$ cat config.mk
export PLATFORM = sky130hd
export DESIGN_NAME = uart_fifo_bridge
export DESIGN_NICKNAME = d
export VERILOG_FILES = /design/src/rtl/uart_fifo_bridge.sv
export SDC_FILE = /design/constraint.sdc
export NUM_CORES = 1
export LEC_CHECK = 0
export ABC_AREA = 1
export BUFFER_PORTS_ARGS = -buffer_cell sky130_fd_sc_hd__buf_2
export CAP_MARGIN = 20
export CELL_PAD_IN_SITES_DETAIL_PLACEMENT = 0
export CELL_PAD_IN_SITES_GLOBAL_PLACEMENT = 1
export CORE_MARGIN = 2
export CORE_UTILIZATION = 30
export CTS_CLUSTER_SIZE = 14
export DETAILED_ROUTE_END_ITERATION = 12
export PLACE_DENSITY_LB_ADDON = 0.1
export SETUP_SLACK_MARGIN = 0.15
export SLEW_MARGIN = 20
export SYNTH_ARGS = -nofsm -noshare
export SYNTH_HDL_FRONTEND = slang
export SYNTH_SLANG_ARGS = --single-unit
$ cat constraint.sdc
create_clock -name CLK -period 7.4 [get_ports CLK]
set_clock_uncertainty 0.05 [all_clocks]
set_input_delay 0.37 -clock CLK [delete_from_list [all_inputs] [get_ports CLK]]
set_output_delay 0.37 -clock CLK [all_outputs]
set_load 0.02 [all_outputs]
$ cat src/rtl/uart_fifo_bridge.sv
// ---------------------------------------------------------------------------
// uart_fifo_bridge
//   CPU-side bridge around an 8N1 UART engine. Bytes written by the CPU are
//   queued in a TX FIFO and serialised on TX when the peer grants CTS_N.
//   Bytes received on RX are queued in an RX FIFO. The CPU reads each byte
//   together with a status word. RTS_N throttles the peer when the RX FIFO
//   is nearly full. Overflow and framing errors are sticky until cleared,
//   and irq flags pending data or errors.
//
// Ports
//   CLK      system clock, all logic on posedge
//   RST_N    asynchronous active-low reset
//   dataIn   byte pushed into the TX FIFO when write is high
//   write    push dataIn (dropped silently when the TX FIFO is full)
//   read     pop the RX FIFO head into dataOut[7:0] (ignored when empty)
//   clear    clear the sticky flags frame_err / rx_ovf
//   dataOut  {3'b0, tx_busy, frame_err, rx_ovf, rx_empty, tx_full, rx_byte}
//   RX       serial input, idle high
//   TX       serial output, idle high
//   CTS_N    low = peer may accept data
//   RTS_N    low = we may accept data
//   irq      ~rx_empty | frame_err | rx_ovf, registered
// ---------------------------------------------------------------------------
module uart_fifo_bridge #(
  parameter int BAUD_DIV   = 104,
  parameter int TX_AW      = 4,
  parameter int RX_AW      = 4,
  parameter int RTS_MARGIN = 2
) (
  input  logic        CLK,
  input  logic        RST_N,
  input  logic [7:0]  dataIn,
  input  logic        write,
  input  logic        read,
  input  logic        clear,
  output logic [15:0] dataOut,
  input  logic        RX,
  output logic        TX,
  input  logic        CTS_N,
  output logic        RTS_N,
  output logic        irq
);

  localparam int TX_DEPTH = 1 << TX_AW;
  localparam int RX_DEPTH = 1 << RX_AW;
  localparam int CNT_W    = $clog2(BAUD_DIV);
  localparam int RX_PW    = RX_AW + 1;

  localparam logic [CNT_W-1:0] BIT_LAST  = CNT_W'(BAUD_DIV - 1);
  localparam logic [CNT_W-1:0] HALF_LAST = CNT_W'(BAUD_DIV / 2 - 1);

  typedef enum logic [1:0] {
    S_IDLE  = 2'd0,
    S_START = 2'd1,
    S_DATA  = 2'd2,
    S_STOP  = 2'd3
  } state_t;

  // ---------------------------------------------------------------- sync
  logic rx_meta_q, rx_sync_q, rx_prev_q;
  logic cts_meta_q, cts_sync_q;

  // Two-flop synchronisers; rx_prev_q supports falling-edge detection.
  // CTS resets to "not granted" so nothing is sent before the peer is seen.
  always_ff @(posedge CLK or negedge RST_N) begin
    if (!RST_N) begin
      rx_meta_q  <= 1'b1;
      rx_sync_q  <= 1'b1;
      rx_prev_q  <= 1'b1;
      cts_meta_q <= 1'b1;
      cts_sync_q <= 1'b1;
    end else begin
      rx_meta_q  <= RX;
      rx_sync_q  <= rx_meta_q;
      rx_prev_q  <= rx_sync_q;
      cts_meta_q <= CTS_N;
      cts_sync_q <= cts_meta_q;
    end
  end

  // ------------------------------------------------------------- TX FIFO
  logic [7:0]     tx_mem_q [TX_DEPTH];
  logic [TX_AW:0] tx_wr_q, tx_rd_q, tx_wr_d, tx_rd_d;
  logic           tx_empty_s, tx_full_s, tx_push_s, tx_pop_s;
  state_t         tx_state_q, tx_state_d;

  assign tx_empty_s = (tx_wr_q == tx_rd_q);
  assign tx_full_s  = (tx_wr_q[TX_AW] != tx_rd_q[TX_AW]) &&
                      (tx_wr_q[TX_AW-1:0] == tx_rd_q[TX_AW-1:0]);
  assign tx_push_s  = write & ~tx_full_s;
  // Pop happens on the IDLE->START edge; CTS is only consulted in IDLE.
  assign tx_pop_s   = (tx_state_q == S_IDLE) & ~tx_empty_s & ~cts_sync_q;
  assign tx_wr_d    = tx_wr_q + (TX_AW + 1)'(tx_push_s);
  assign tx_rd_d    = tx_rd_q + (TX_AW + 1)'(tx_pop_s);

  // TX FIFO storage (no reset needed: contents are qualified by pointers).
  always_ff @(posedge CLK) begin
    if (tx_push_s) begin
      tx_mem_q[tx_wr_q[TX_AW-1:0]] <= dataIn;
    end
  end

  // ------------------------------------------------------------- TX FSM
  logic [CNT_W-1:0] tx_cnt_q, tx_cnt_d;
  logic [2:0]       tx_bit_q, tx_bit_d;
  logic [7:0]       tx_shift_q, tx_shift_d;
  logic             tx_line_q, tx_line_d;

  // TX next state; the line level is computed together with the state so
  // TX is a flop that changes exactly on state boundaries.
  always_comb begin
    tx_state_d = tx_state_q;
    tx_cnt_d   = tx_cnt_q;
    tx_bit_d   = tx_bit_q;
    tx_shift_d = tx_shift_q;
    tx_line_d  = tx_line_q;
    case (tx_state_q)
      S_IDLE: begin
        if (tx_pop_s) begin
          tx_state_d = S_START;
          tx_cnt_d   = {CNT_W{1'b0}};
          tx_shift_d = tx_mem_q[tx_rd_q[TX_AW-1:0]];
          tx_line_d  = 1'b0;
        end else begin
          tx_line_d  = 1'b1;
        end
      end
      S_START: begin
        if (tx_cnt_q == BIT_LAST) begin
          tx_state_d = S_DATA;
          tx_cnt_d   = {CNT_W{1'b0}};
          tx_bit_d   = 3'd0;
          tx_line_d  = tx_shift_q[0];
        end else begin
          tx_cnt_d   = tx_cnt_q + CNT_W'(1);
        end
      end
      S_DATA: begin
        if (tx_cnt_q == BIT_LAST) begin
          tx_cnt_d = {CNT_W{1'b0}};
          if (tx_bit_q == 3'd7) begin
            tx_state_d = S_STOP;
            tx_line_d  = 1'b1;
          end else begin
            tx_bit_d   = tx_bit_q + 3'd1;
            tx_shift_d = {1'b0, tx_shift_q[7:1]};
            tx_line_d  = tx_shift_q[1];
          end
        end else begin
          tx_cnt_d = tx_cnt_q + CNT_W'(1);
        end
      end
      S_STOP: begin
        if (tx_cnt_q == BIT_LAST) begin
          tx_state_d = S_IDLE;
          tx_cnt_d   = {CNT_W{1'b0}};
        end else begin
          tx_cnt_d   = tx_cnt_q + CNT_W'(1);
        end
      end
      default: begin
        tx_state_d = S_IDLE;
        tx_cnt_d   = {CNT_W{1'b0}};
        tx_line_d  = 1'b1;
      end
    endcase
  end

  // ------------------------------------------------------------- RX FSM
  state_t           rx_state_q, rx_state_d;
  logic [CNT_W-1:0] rx_cnt_q, rx_cnt_d;
  logic [2:0]       rx_bit_q, rx_bit_d;
  logic [7:0]       rx_shift_q, rx_shift_d;
  logic             rx_done_s, rx_ferr_s;

  // RX next state: half-bit wait to mid-start, then sample at mid-bit.
  always_comb begin
    rx_state_d = rx_state_q;
    rx_cnt_d   = rx_cnt_q;
    rx_bit_d   = rx_bit_q;
    rx_shift_d = rx_shift_q;
    rx_done_s  = 1'b0;
    rx_ferr_s  = 1'b0;
    case (rx_state_q)
      S_IDLE: begin
        if (rx_prev_q && !rx_sync_q) begin
          rx_state_d = S_START;
          rx_cnt_d   = {CNT_W{1'b0}};
        end else begin
          rx_cnt_d   = {CNT_W{1'b0}};
        end
      end
      S_START: begin
        if (rx_cnt_q == HALF_LAST) begin
          rx_cnt_d = {CNT_W{1'b0}};
          rx_bit_d = 3'd0;
          // High at mid-start means the falling edge was a glitch.
          if (rx_sync_q) begin
            rx_state_d = S_IDLE;
          end else begin
            rx_state_d = S_DATA;
          end
        end else begin
          rx_cnt_d = rx_cnt_q + CNT_W'(1);
        end
      end
      S_DATA: begin
        if (rx_cnt_q == BIT_LAST) begin
          rx_cnt_d   = {CNT_W{1'b0}};
          rx_shift_d = {rx_sync_q, rx_shift_q[7:1]};
          if (rx_bit_q == 3'd7) begin
            rx_state_d = S_STOP;
          end else begin
            rx_bit_d   = rx_bit_q + 3'd1;
          end
        end else begin
          rx_cnt_d = rx_cnt_q + CNT_W'(1);
        end
      end
      S_STOP: begin
        if (rx_cnt_q == BIT_LAST) begin
          rx_state_d = S_IDLE;
          rx_cnt_d   = {CNT_W{1'b0}};
          rx_done_s  = rx_sync_q;
          rx_ferr_s  = ~rx_sync_q;
        end else begin
          rx_cnt_d   = rx_cnt_q + CNT_W'(1);
        end
      end
      default: begin
        rx_state_d = S_IDLE;
        rx_cnt_d   = {CNT_W{1'b0}};
      end
    endcase
  end

  // ------------------------------------------------------------- RX FIFO
  logic [7:0]       rx_mem_q [RX_DEPTH];
  logic [RX_PW-1:0] rx_wr_q, rx_rd_q, rx_wr_d, rx_rd_d, rx_count_d;
  logic             rx_empty_s, rx_full_s, rx_push_s, rx_pop_s, ovf_set_s;
  logic [7:0]       rx_byte_q, rx_byte_d;
  logic             ovf_q, ovf_d, ferr_q, ferr_d, irq_q, irq_d, rts_n_q, rts_n_d;

  assign rx_empty_s = (rx_wr_q == rx_rd_q);
  assign rx_full_s  = (rx_wr_q[RX_AW] != rx_rd_q[RX_AW]) &&
                      (rx_wr_q[RX_AW-1:0] == rx_rd_q[RX_AW-1:0]);
  assign rx_pop_s   = read & ~rx_empty_s;
  // A pop in the same cycle frees the slot, so a full FIFO still accepts.
  assign rx_push_s  = rx_done_s & (~rx_full_s | rx_pop_s);
  assign ovf_set_s  = rx_done_s & rx_full_s & ~rx_pop_s;
  assign rx_wr_d    = rx_wr_q + RX_PW'(rx_push_s);
  assign rx_rd_d    = rx_rd_q + RX_PW'(rx_pop_s);
  assign rx_count_d = rx_wr_d - rx_rd_d;

  // RX FIFO storage; on a full push+pop the write lands in the slot being read,
  // and the read returns the old head because both use pre-edge values.
  always_ff @(posedge CLK) begin
    if (rx_push_s) begin
      rx_mem_q[rx_wr_q[RX_AW-1:0]] <= rx_shift_q;
    end
  end

  // Sticky flags (set beats clear), read data and registered handshakes.
  // irq and RTS_N use next-state values so they line up with the status word.
  always_comb begin
    rx_byte_d = rx_byte_q;
    if (rx_pop_s) begin
      rx_byte_d = rx_mem_q[rx_rd_q[RX_AW-1:0]];
    end else begin
      rx_byte_d = rx_byte_q;
    end
    if (ovf_set_s) begin
      ovf_d = 1'b1;
    end else if (clear) begin
      ovf_d = 1'b0;
    end else begin
      ovf_d = ovf_q;
    end
    if (rx_ferr_s) begin
      ferr_d = 1'b1;
    end else if (clear) begin
      ferr_d = 1'b0;
    end else begin
      ferr_d = ferr_q;
    end
    irq_d   = (rx_count_d != {RX_PW{1'b0}}) | ferr_d | ovf_d;
    rts_n_d = ((RX_PW'(RX_DEPTH) - rx_count_d) <= RX_PW'(RTS_MARGIN));
  end

  // All state registers: FIFO pointers, both FSMs, flags and outputs.
  always_ff @(posedge CLK or negedge RST_N) begin
    if (!RST_N) begin
      tx_wr_q    <= {(TX_AW + 1){1'b0}};
      tx_rd_q    <= {(TX_AW + 1){1'b0}};
      tx_state_q <= S_IDLE;
      tx_cnt_q   <= {CNT_W{1'b0}};
      tx_bit_q   <= 3'd0;
      tx_shift_q <= 8'h00;
      tx_line_q  <= 1'b1;
      rx_state_q <= S_IDLE;
      rx_cnt_q   <= {CNT_W{1'b0}};
      rx_bit_q   <= 3'd0;
      rx_shift_q <= 8'h00;
      rx_wr_q    <= {RX_PW{1'b0}};
      rx_rd_q    <= {RX_PW{1'b0}};
      rx_byte_q  <= 8'h00;
      ovf_q      <= 1'b0;
      ferr_q     <= 1'b0;
      irq_q      <= 1'b0;
      rts_n_q    <= 1'b1;
    end else begin
      tx_wr_q    <= tx_wr_d;
      tx_rd_q    <= tx_rd_d;
      tx_state_q <= tx_state_d;
      tx_cnt_q   <= tx_cnt_d;
      tx_bit_q   <= tx_bit_d;
      tx_shift_q <= tx_shift_d;
      tx_line_q  <= tx_line_d;
      rx_state_q <= rx_state_d;
      rx_cnt_q   <= rx_cnt_d;
      rx_bit_q   <= rx_bit_d;
      rx_shift_q <= rx_shift_d;
      rx_wr_q    <= rx_wr_d;
      rx_rd_q    <= rx_rd_d;
      rx_byte_q  <= rx_byte_d;
      ovf_q      <= ovf_d;
      ferr_q     <= ferr_d;
      irq_q      <= irq_d;
      rts_n_q    <= rts_n_d;
    end
  end

  assign TX      = tx_line_q;
  assign RTS_N   = rts_n_q;
  assign irq     = irq_q;
  assign dataOut = {3'b000, (tx_state_q != S_IDLE) | ~tx_empty_s, ferr_q, ovf_q,
                    rx_empty_s, tx_full_s, rx_byte_q};

endmodule
# Word-level counts from Yosys, hierarchy flattened
# Memories as Yosys holds them, arrays and structs flattened. A register that Yosys moved wholly into a read port is not among the register bits.
# Cells that the tools add are included.
dict set report word_totals {
  regBits 70
  mem_bits_rw 256
  output_inout_bits 19
  elab_cells 152
  memories 2
}
dict set report classes {
  add_sub_neg 10
  n_lt_le_gt_ge 1
  eq_ne 29
  n_mux 48
  bitwise 18
  n_reduce_logical 22
}
# memory depth width rd rd_ports_with_merged_regs wr line
set mem_list {}
lappend mem_list {rx_mem_q 16 8 1 1 1 238} ;# logic [7:0] rx_mem_q [RX_DEPTH];
lappend mem_list {tx_mem_q 16 8 1 0 1 82} ;# logic [7:0] tx_mem_q [TX_DEPTH];
# operator count
set op_table {}
lappend op_table {{$mux W7} 4}
lappend op_table {{$mux W8} 3}
lappend op_table {{$ne A2 B2 Y1 const B} 12}
lappend op_table {{$mux W2} 11}
lappend op_table {{$pmux W7 S3} 1}
lappend op_table {{$add A5 B1 Y5} 4}
lappend op_table {{$mux W3} 6}
lappend op_table {{$mux W1} 16}
lappend op_table {{$pmux W2 S4} 2}
lappend op_table {{$pmux W8 S2} 1}
lappend op_table {{$add A7 B1 Y7 const B} 2}
lappend op_table {{$eq A7 B7 Y1 const B} 2}
lappend op_table {{$pmux W7 S2} 1}
lappend op_table {{$pmux W3 S2} 2}
lappend op_table {{$reduce_and A4 Y1} 3}
lappend op_table {{$eq A5 B5 Y1} 2}
lappend op_table {{$reduce_and A5 Y1} 2}
lappend op_table {{$eq A2 B2 Y1 const B} 4}
lappend op_table {{$eq A4 B4 Y1} 2}
lappend op_table {{$reduce_bool A2 Y1} 4}
lappend op_table {{$and A1 B1 Y1} 7}
lappend op_table {{$eq A7 B6 Y1 const B} 1}
lappend op_table {{$not A1 Y1} 7}
lappend op_table {{$add A3 B1 Y3 const B} 2}
lappend op_table {{other kinds (17)} 27}

# Logic depth before layout (Yosys ltp)
# Gate-level depths: netlist of the first run.
dict set report depth {
  word_depth 10
  ltp_mapped 19
  depth_no_buf 19
}

# Worst setup path after synthesis of the first run
# OpenSTA, ideal clock, no wires.
dict set report synth_timing {
  path_type {reg-to-reg}
  startpoint {register rx_rd_q[0]}
  endpoint {register rts_n_q (netlist: RTS_N)}
  t_arrival_ns 3.123
  required_time_ns 7.283
  path_slack_ns 4.160
  stages_incl_launch_ff 17
  period_less_slack_ns 3.240
  cell_sequence {dfrtp_1 buf_2 xor2_1 nor3_2 nand2_1 nand2_2 inv_2 ha_1 ha_1 inv_1 fa_1 inv_1 ha_1 nor3b_1 ha_1 o211ai_1 nor2_1}
}
dict set report synth_via {
  elab_cells_between_ends 13
  classes_between {add/sub (4); order compare (1); eq/ne (2); bitwise (5); reduce/logical (1)}
}
# element line
set synth_lines {}
lappend synth_lines {{start: declaration} 239} ;# logic [RX_PW-1:0] rx_wr_q, rx_rd_q, rx_wr_d, rx_rd_d, rx_count_d;
lappend synth_lines {{start signal: assignment} 305} ;# rx_rd_q <= {RX_PW{1'b0}};
lappend synth_lines {{start signal: assignment} 324} ;# rx_rd_q <= rx_rd_d;
lappend synth_lines {{$eq A5 B5 Y1} 244} ;# assign rx_empty_s = (rx_wr_q == rx_rd_q);
lappend synth_lines {{$not A1 Y1} 247} ;# assign rx_pop_s = read & ~rx_empty_s;
lappend synth_lines {{$and A1 B1 Y1} 247}
lappend synth_lines {{$add A5 B1 Y5 *} 252} ;# assign rx_rd_d = rx_rd_q + RX_PW'(rx_pop_s);
lappend synth_lines {{named net rx_rd_d[1]} 239}
lappend synth_lines {{$sub A5 B5 Y5 *} 253} ;# assign rx_count_d = rx_wr_d - rx_rd_d;
lappend synth_lines {{$sub A5 B5 Y5 *} 287} ;# rts_n_d = ((RX_PW'(RX_DEPTH) - rx_count_d) <= RX_PW'(RTS_MARGIN));
lappend synth_lines {{$le A5 B2 Y1 *} 287}
lappend synth_lines {{named net rts_n_d} 242} ;# logic ovf_q, ovf_d, ferr_q, ferr_d, irq_q, irq_d, rts_n_q, rts_n_d;
lappend synth_lines {{end signal: assignment} 329} ;# rts_n_q <= rts_n_d;
lappend synth_lines {{end: declaration} 242}
# The timed path passes the listed nets; every way through them passes the cells marked *.
# A chain may end at the register's enable or synchronous reset.

# Final worst setup path of the first run
dict set report layout_timing {
  startpoint {register rx_rd_q[1]}
  endpoint {register rts_n_q (netlist: RTS_N)}
}
# Same word-level chain as after synthesis.

==> flow_summary_export.csv, run 1 <==
group,metric,value,unit
cts,clk_latency,0.56,ns
place,io_buffers,30,
power_and_ir_drop,combPwrFrac,22.4,%
power_and_ir_drop,p_leak,0.00708,µW
setup_path,slowest_delay,0.58,ns
cts,cts_buffer_depth,3,
cts,cts_resized,0,
outcome,status,"finished clean",
sta,hold_violations,0,
cts,cts_tree,"yes",
logic_synthesis,ys_warn_count,0,
setup_path,crit_slowest_cell,"fa_1",
final_layout,drive_gt1_share,10.3,%
routing,routed_wl,36300,µm
routing,drt_iter0_drc,528,
logic_synthesis,ys.flop_type,"edfxtp_1",
cts,cts_root_buffer,"clkbuf_16",
setup_path,endpoint_kind,"flop",
routing,wire_per_inst,17.6,µm
floorplan,die_w,225,µm
place,place_hpwl,22300,µm
logic_synthesis,ys_ff_latch,334,
power_and_ir_drop,netSwitchingFraction,32.1,%
final_layout,fin_nets,1462,
final_layout,ff_latch_area,0.00965,mm²
routing,drtAntennaViolNets,0,
logic_synthesis,avgSynthCellArea,10.5,µm²
sta,final_min_period_over_clock_period,53.6,%
logic_synthesis,synth_top_area_share,52.5,%
final_layout,multiInputGateArea,0.00414,mm²
sta,worst_slew_pin_slew,0.922,ns
setup_path,crit_required,7.84,ns
sta,relSlewSlack,38.3,%
sta,rsz0062_at_grt,"no",
global_route,grt_usage,14.7,%
setup_path,crit_path_max_fanout,67,
setup_path,crit_arrival,4.41,ns
sta,fmax,252,MHz
setup_path,crit_type,"flop to flop",
logic_synthesis,synth.area.top_cells,"edfxtp_1 (52%), dfrtp_1 (12%), nand2_1 (7.9%)",
global_route,antenna_found_initial,0,
sta,fin_setup_tns,0,ns
cts,cts-buffers-inserted,41,
worst_hold_path,hold_path_class,"input port to flop",
cts,clk_pin_slew,0.06,ns
logic_synthesis,ys_types,40,
logic_synthesis,async_reset_ff_share,23.4,%
power_and_ir_drop,p_per_area,321,mW/mm²
floorplan,dieArea,0.0506,mm²
sta,period_needed,3.97,ns
floorplan,ios,34,
routing,vias,9330,
logic_synthesis,syn-instance-count,1392,
power_and_ir_drop,seqPwrFrac,42.0,%
setup_path,crit_chain,"buf_4 > xnor2_1 > nand2_1 > nor3_2 > nand2_1 > nand2_2 > inv_2 > ha_1 > ha_1 > inv_1 > fa_1 > inv_1 > ha_1 > nor3b_1 > ha_1 > o211ai_1 > nor2_1",
logic_synthesis,netlist_area,0.0147,mm²
logic_synthesis,synth.yosys.seq_area_share,65.8,%
global_route,overflow,0,
routing,firstDrtPassIters,5,
final_layout,post-route-util,34.7,%
setup_path,crit_top_cell,"ha_1",
floorplan,die_h,225,µm
global_route,grt_pass1_wl,56500,µm
global_route,grt_pass1_vias,9423,
sta,setup_viol,0,
floorplan,rows,80,
power_and_ir_drop,internal_power,3620,µW
sta,drv_slew,0,
final_layout,nFillCells,4811,
run,drv_cap,0,
cts,cts_sinks,334,
power_and_ir_drop,switchingPower,1710,µW
power_and_ir_drop,p_clk_share,35.6,%
cts,htreeDepth,2,
setup_path,worstSetupStartpointType,"flop",
setup_path,r2r_cells,17,
global_route,grt_max_degree,69,
final_layout,fin_area,0.0166,mm²
floorplan,core,0.0479,mm²
worst_hold_path,holdPathStages,4,
power_and_ir_drop,peakVddDrop,0.184,mV
floorplan,initial_core_util,30.6,%
place,gp_congestion,0.736,
place,placed_area,0.0154,mm²
final_layout,area_delta_synth_final,13.6,%
routing,drt-vias-per-instance,4.51,
routing,drc,0,
logic_synthesis,synth_area_leader_cell,"edfxtp_1",
logic_synthesis,synth_edf_count,256,
per-stage QoR:
stage,instances,power (µW),setup WS (ns),hold WS [ns]
after floorplan,1394,3120,4.16,0.0244
after global placement,1989,3510,3.35,0.298
after detailed placement,1989,3510,3.38,0.298
after CTS,2067,5440,3.34,0.0101
after global routing,2067,5680,2.91,0.0493
final,2068,5340,3.43,0.0448
cell families (layout without fill, tap and decap cells):
group	after synthesis	count (layout)	synth area share, %
adder cells (fa/ha/maj)	27	27	2.36
XOR/XNOR	30	30	1.79
multiplexers	1	1	0.0769
buffers and inverters	215	273	5.94
other	1	4	0.0256
flip-flops	334	334	65.8
AND/OR/NAND/NOR	635	635	18.3
AO/OA/AOI/OAI	149	149	5.70
cells in the mapped netlist, types with 11 or more instances:
master,instances
nor2_1,162
clkbuf_1,28
xnor2_1,11
nand3_1,122
inv_1,142
o21ai_1,40
ha_1,26
nand2_1,310
o211ai_1,18
edfxtp_1,256
inv_2,14
o21ai_0,61
dfrtp_1,71
xor2_1,19
buf_2,20
a21oi_1,18
power by group through the flow:
stage	Sequential (µW)	Clock, µW	Combinational (µW)
after global placement	2280	0	1230
after CTS	2240	1960	1230
final	2240	1900	1200
after detailed placement	2280	0	1230
after floorplan	2270	0	848
after global routing	2260	2040	1380
worst paths after layout:
check	to	slack [ns]	from
hold / removal	ovf_q	0.04	clear
hold reg to reg	cts_sync_q	0.31	cts_meta_q
min in group asynchronous	rx_byte_q[3]	0.26	RST_N
max in group asynchronous	tx_rd_q[0]	6.03	RST_N
setup / recovery	RTS_N	3.43	rx_rd_q[1]
setup reg to reg	RTS_N	3.43	rx_rd_q[1]
critical path: cells and delay by family, from the launching register on:
family	cells	cell delay, ns
AOI/OAI and AO/OA	1	0.08
and+or+nand+nor	6	0.83
DFF	1	0.34
adders and majority gates	5	1.57
buffers and inverters	4	0.80
xor gates and xnor gates	1	0.19
layout make-up:
class | count | share of cell area [%]
Antenna cell | 1 | 0.0150
Clock buffer | 55 | 6.67
Clock inverter | 20 | 0.879
Inverter | 158 | 3.56
Multi-Input combinational cell | 845 | 24.9
Sequential cell | 334 | 58.0
Tap cell | 615 | 4.62
Timing Repair Buffer | 40 | 1.41
timing repair:
item                                   CTS  global route
hold buffers                             3             0
setup buffers                            0             0
endpoints found under the hold margin   32             0
cell usage in the layout, fill, tap and decap left out, types with 2 or more instances in the layout:
| cell type | n |
|---|---|
| nor3_2 | 2 |
| inv_6 | 3 |
| a21oi_1 | 18 |
| dlygate4sd3_1 | 3 |
| clkbuf_1 | 12 |
| dfstp_2 | 7 |
| nand3_2 | 2 |
| o21ai_0 | 61 |
| inv_1 | 142 |
| xor2_1 | 19 |
| clkbuf_16 | 42 |
| edfxtp_1 | 256 |
| nor3b_1 | 2 |
| nand2_2 | 10 |
| conb_1 | 3 |
| nand2_1 | 310 |
| ha_1 | 26 |
| o21ai_1 | 40 |
| buf_4 | 8 |
| o21ai_2 | 8 |
| nand3_1 | 122 |
| o211ai_1 | 18 |
| xnor2_1 | 11 |
| nand4_1 | 9 |
| clkinv_2 | 5 |
| inv_2 | 14 |
| nor2_1 | 162 |
| dfrtp_1 | 68 |
| dfrtp_2 | 3 |
| or2_2 | 7 |
| clkinv_1 | 10 |
| nand3b_1 | 3 |
| nor3_1 | 2 |
| buf_2 | 29 |
metal layers:
metal,vias up,track usage [%],wire [µm]
met5,-,0,0
met4,0,4.96,916
met3,54,2.27,1030
met2,116,24.6,17300
met1,4474,19.6,17100
li1,4686,-,-
flip-flops by register name, indices dropped and copies added, names as in the netlist, 2 cells and up, named ones only:
register and flops:
tx_state_q 2, rx_bit_q 3, rx_shift_q 8, tx_cnt_q 7, rx_byte_q 8, rx_cnt_q 7, tx_wr_q 5, tx_mem_q 128
rx_wr_q 5, rx_mem_q 128, tx_shift_q 8, tx_bit_q 3, tx_rd_q 5, rx_rd_q 5
Note: power is estimated with default switching activity, not from simulation.
==> inputs of run 2 (changes only) <==
--- a/config.mk
+++ b/config.mk
@@ -5,7 +5,7 @@
 export SDC_FILE = /design/constraint.sdc
 export NUM_CORES = 1
 export LEC_CHECK = 0
-export ABC_AREA = 1
+export ABC_AREA = 0
 export BUFFER_PORTS_ARGS = -buffer_cell sky130_fd_sc_hd__buf_2
 export CAP_MARGIN = 20
 export CELL_PAD_IN_SITES_DETAIL_PLACEMENT = 0
==> constraint.sdc (replaced) <==
create_clock -name CLK -period 4.1 [get_ports CLK]
set_clock_uncertainty 0.05 [all_clocks]
set_input_delay 0.205 -clock CLK [delete_from_list [all_inputs] [get_ports CLK]]
set_output_delay 0.205 -clock CLK [all_outputs]
set_load 0.02 [all_outputs]
==> flow_summary_export.csv, run 2 <==
group,metric,value,unit
sta,worst_slew_pin_slew,0.901,ns
place,gp_congestion,0.690,
final_layout,insertedDiodeCount,0,
logic_synthesis,synth_area_leader_cell,"edfxtp_1",
logic_synthesis,avgSynthCellArea,15.8,µm²
floorplan,dieArea,0.0487,mm²
routing,drc,0,
routing,drtAntennaViolNets,0,
setup_path,crit_required,4.49,ns
global_route,grt_pass1_vias,7846,
cts,cts_buffer_depth,3,
final_layout,fin_nets,995,
global_route,antenna_found_initial,0,
logic_synthesis,syn-instance-count,891,
global_route,grt_pass1_wl,48900,µm
sta,timing.final.ws_setup,0.417,ns
setup_path,crit_top_cell,"inv_1",
final_layout,drive_gt1_share,22.9,%
power_and_ir_drop,p_leak,0.00584,µW
worst_hold_path,hold_end,"tx_mem_q[12][0]",
setup_path,cp_top_family,"adder cells",
worst_hold_path,hold_start,"dataIn[0]",
setup_path,r2r_slack,0.42,ns
logic_synthesis,synth_top_area_share,54.5,%
cts,clk_latency,0.55,ns
setup_path,critPathBufInv,5,
floorplan,die_h,221,µm
place,io_buffers,30,
routing,drt_iter0_drc,345,
cts,cts-buffers-inserted,39,
power_and_ir_drop,peakVddDrop,0.373,mV
routing,routed_wl,31600,µm
floorplan,rows,79,
final_layout,fin_area,0.0163,mm²
sta,hold_violations,0,
logic_synthesis,ys_ff_latch,334,
final_layout,final_cell_mix,"edfxtp_1 (256), dfrtp_1 (68), nor2_1 (56), mux4_2 (41), clkbuf_16 (40)",
final_layout,layout_commonest_cell,"edfxtp_1",
outcome,status,"finished clean",
logic_synthesis,yosysMostFrequentCell,"edfxtp_1",
setup_path,slowest_delay,0.50,ns
run,drv_cap,0,
sta,fmax,272,MHz
cts,htreeDepth,2,
sta,fin_setup_tns,0,ns
cts,cts_tree,"yes",
setup_path,crit_chain,"ha_1 > and3_2 > and4_4 > o211ai_2 > inv_1 > ha_1 > inv_1 > ha_2 > inv_1 > fa_1 > inv_1 > ha_2 > inv_2 > a211oi_2 > ha_1 > o21ai_1 > a2111oi_2 > nand3_1 > o311ai_0",
floorplan,die_w,221,µm
global_route,grt_usage,13.5,%
place,pre_cts_slack,0.0982,ns
cts,cts_sinks,334,
sta,relSlewSlack,39.7,%
routing,wire_per_inst,19.9,µm
setup_path,endpoint_kind,"flop",
sta,final_min_period_over_clock_period,89.8,%
setup_path,crit_type,"flop to flop",
logic_synthesis,synth.yosys.seq_area_share,68.5,%
setup_path,worstSetupStartpointType,"flop",
sta,drv_slew,0,
setup_path,crit_arrival,4.08,ns
floorplan,core,0.0465,mm²
logic_synthesis,ys.flop_type,"edfxtp_1",
routing,drt-vias-per-instance,4.70,
place,placed_area,0.0150,mm²
worst_hold_path,holdPathStages,1,
setup_path,cp_num_cells,19,
setup_path,r2r_cells,19,
logic_synthesis,ys_types,66,
logic_synthesis,synth.area.top_cells,"edfxtp_1 (55%), dfrtp_1 (13%), mux4_2 (6.6%)",
place,place_hpwl,19500,µm
cts,post_cts_buffers,0,
routing,vias,7476,
floorplan,initial_core_util,30.3,%
cts,clk_pin_slew,0.06,ns
logic_synthesis,synth_edf_count,256,
power_and_ir_drop,p_per_area,653,mW/mm²
logic_synthesis,netlist_area,0.0141,mm²
sta,rsz0062_at_grt,"no",
cts,cts_root_buffer,"clkbuf_16",
logic_synthesis,ys_warn_count,0,
setup_path,r2r_end,"RTS_N",
logic_synthesis,async_reset_ff_share,23.4,%
sta,setup_viol,0,
final_layout,nFillCells,4467,
logic_synthesis,synth_commonest_cells,"edfxtp_1 (256), dfrtp_1 (71), nor2_1 (56), mux4_2 (41), mux2_2 (34)",
sta,period_needed,3.68,ns
global_route,overflow,0,
floorplan,ios,34,
setup_path,crit_slowest_cell,"fa_1",
final_layout,area_delta_synth_final,15.5,%
worst_hold_path,hold_path_class,"input port to flop",
setup_path,crit_path_max_fanout,5,
routing,firstDrtPassIters,4,
global_route,grt_max_degree,50,
setup_path,regToRegStartpoint,"rx_cnt_q[0]",
## run 2: cell types whose count changed after synthesis, moves of 17 or more
cell / previous run / this run
a211oi_1: 0 / 23
inv_1: 142 / 20
mux2_2: 1 / 34
mux4_2: 0 / 41
nand2_1: 310 / 33
nand3_1: 122 / 30
nor2_1: 162 / 56
nor2b_1: 0 / 26
o211ai_1: 18 / 1
o21ai_0: 61 / 10
o21ai_1: 40 / 0
## run 2: how the worst max path moves through the flow
stage	start	endpoint	slack, ns
after floorplan	rx_rd_q[1]	RTS_N	0.20
after global placement	rx_cnt_q[0]	RTS_N	0.11
after detailed placement	rx_cnt_q[0]	RTS_N	0.1
after CTS	rx_cnt_q[0]	RTS_N	0.17
after global routing	rx_cnt_q[0]	RTS_N	0.16
final	rx_cnt_q[0]	RTS_N	0.42
## run 2: cell families (layout without fill, tap and decap cells)
family / Yosys count / count (layout) / share of synthesized area [%]
flip-flops: 334 / 334 / 68.5
AND/OR/NAND/NOR: 207 / 207 / 7.55
AO/OA/AOI/OAI: 128 / 128 / 6.57
multiplexers: 90 / 90 / 10.3
buffers and inverters: 73 / 163 / 2.69
XOR/XNOR: 31 / 31 / 1.93
adder cells (fa/ha/maj): 27 / 27 / 2.45
other: 1 / 3 / 0.0266
## run 2: report_power, final
part / leakage, µW / internal [µW] / switching, µW
clock: 0.000573 / 1860 / 1370
combinational: 0.00185 / 1260 / 1860
sequential: 0.00342 / 4020 / 260
total: 0.00584 / 7140 / 3490
## run 2: area by class of cell
class | instances | area (µm²) | area share (%)
Clock inverter | 17 | 116 | 0.715
Multi-Input combinational cell | 486 | 4130 | 25.4
Sequential cell | 334 | 9650 | 59.3
Tap cell | 607 | 759 | 4.67
Clock buffer | 54 | 1050 | 6.47
Inverter | 20 | 75.1 | 0.461
Timing Repair Buffer | 72 | 485 | 2.98
## run 2: routing by layer
metal	global-route usage, %	part of all wire, %
met1	18.3	47
met2	22.3	48
met3	2.34	3.5
met4	4.09	1.9
met5	0	0
## run 2: timing repair
action | 4_1_cts | 5_1_grt
resized for setup | 1 | 11
hold buffers | 7 | 0
pin swaps | 1 | 1
endpoints found under the hold margin | 69 | 0
setup endpoints to repair | 1 | 2
## run 2: through the flow
stage	util [%]	std cells	total power, µW	hold WS, ns
final	35.0	1590	10600	0.0287
after global routing	35.0	1590	11300	0.0237
after CTS	34.9	1590	10800	0.000794
after detailed placement	32.3	1512	7490	0.262
after global placement	32.3	1512	7500	0.264
after floorplan	-	893	6590	-0.141
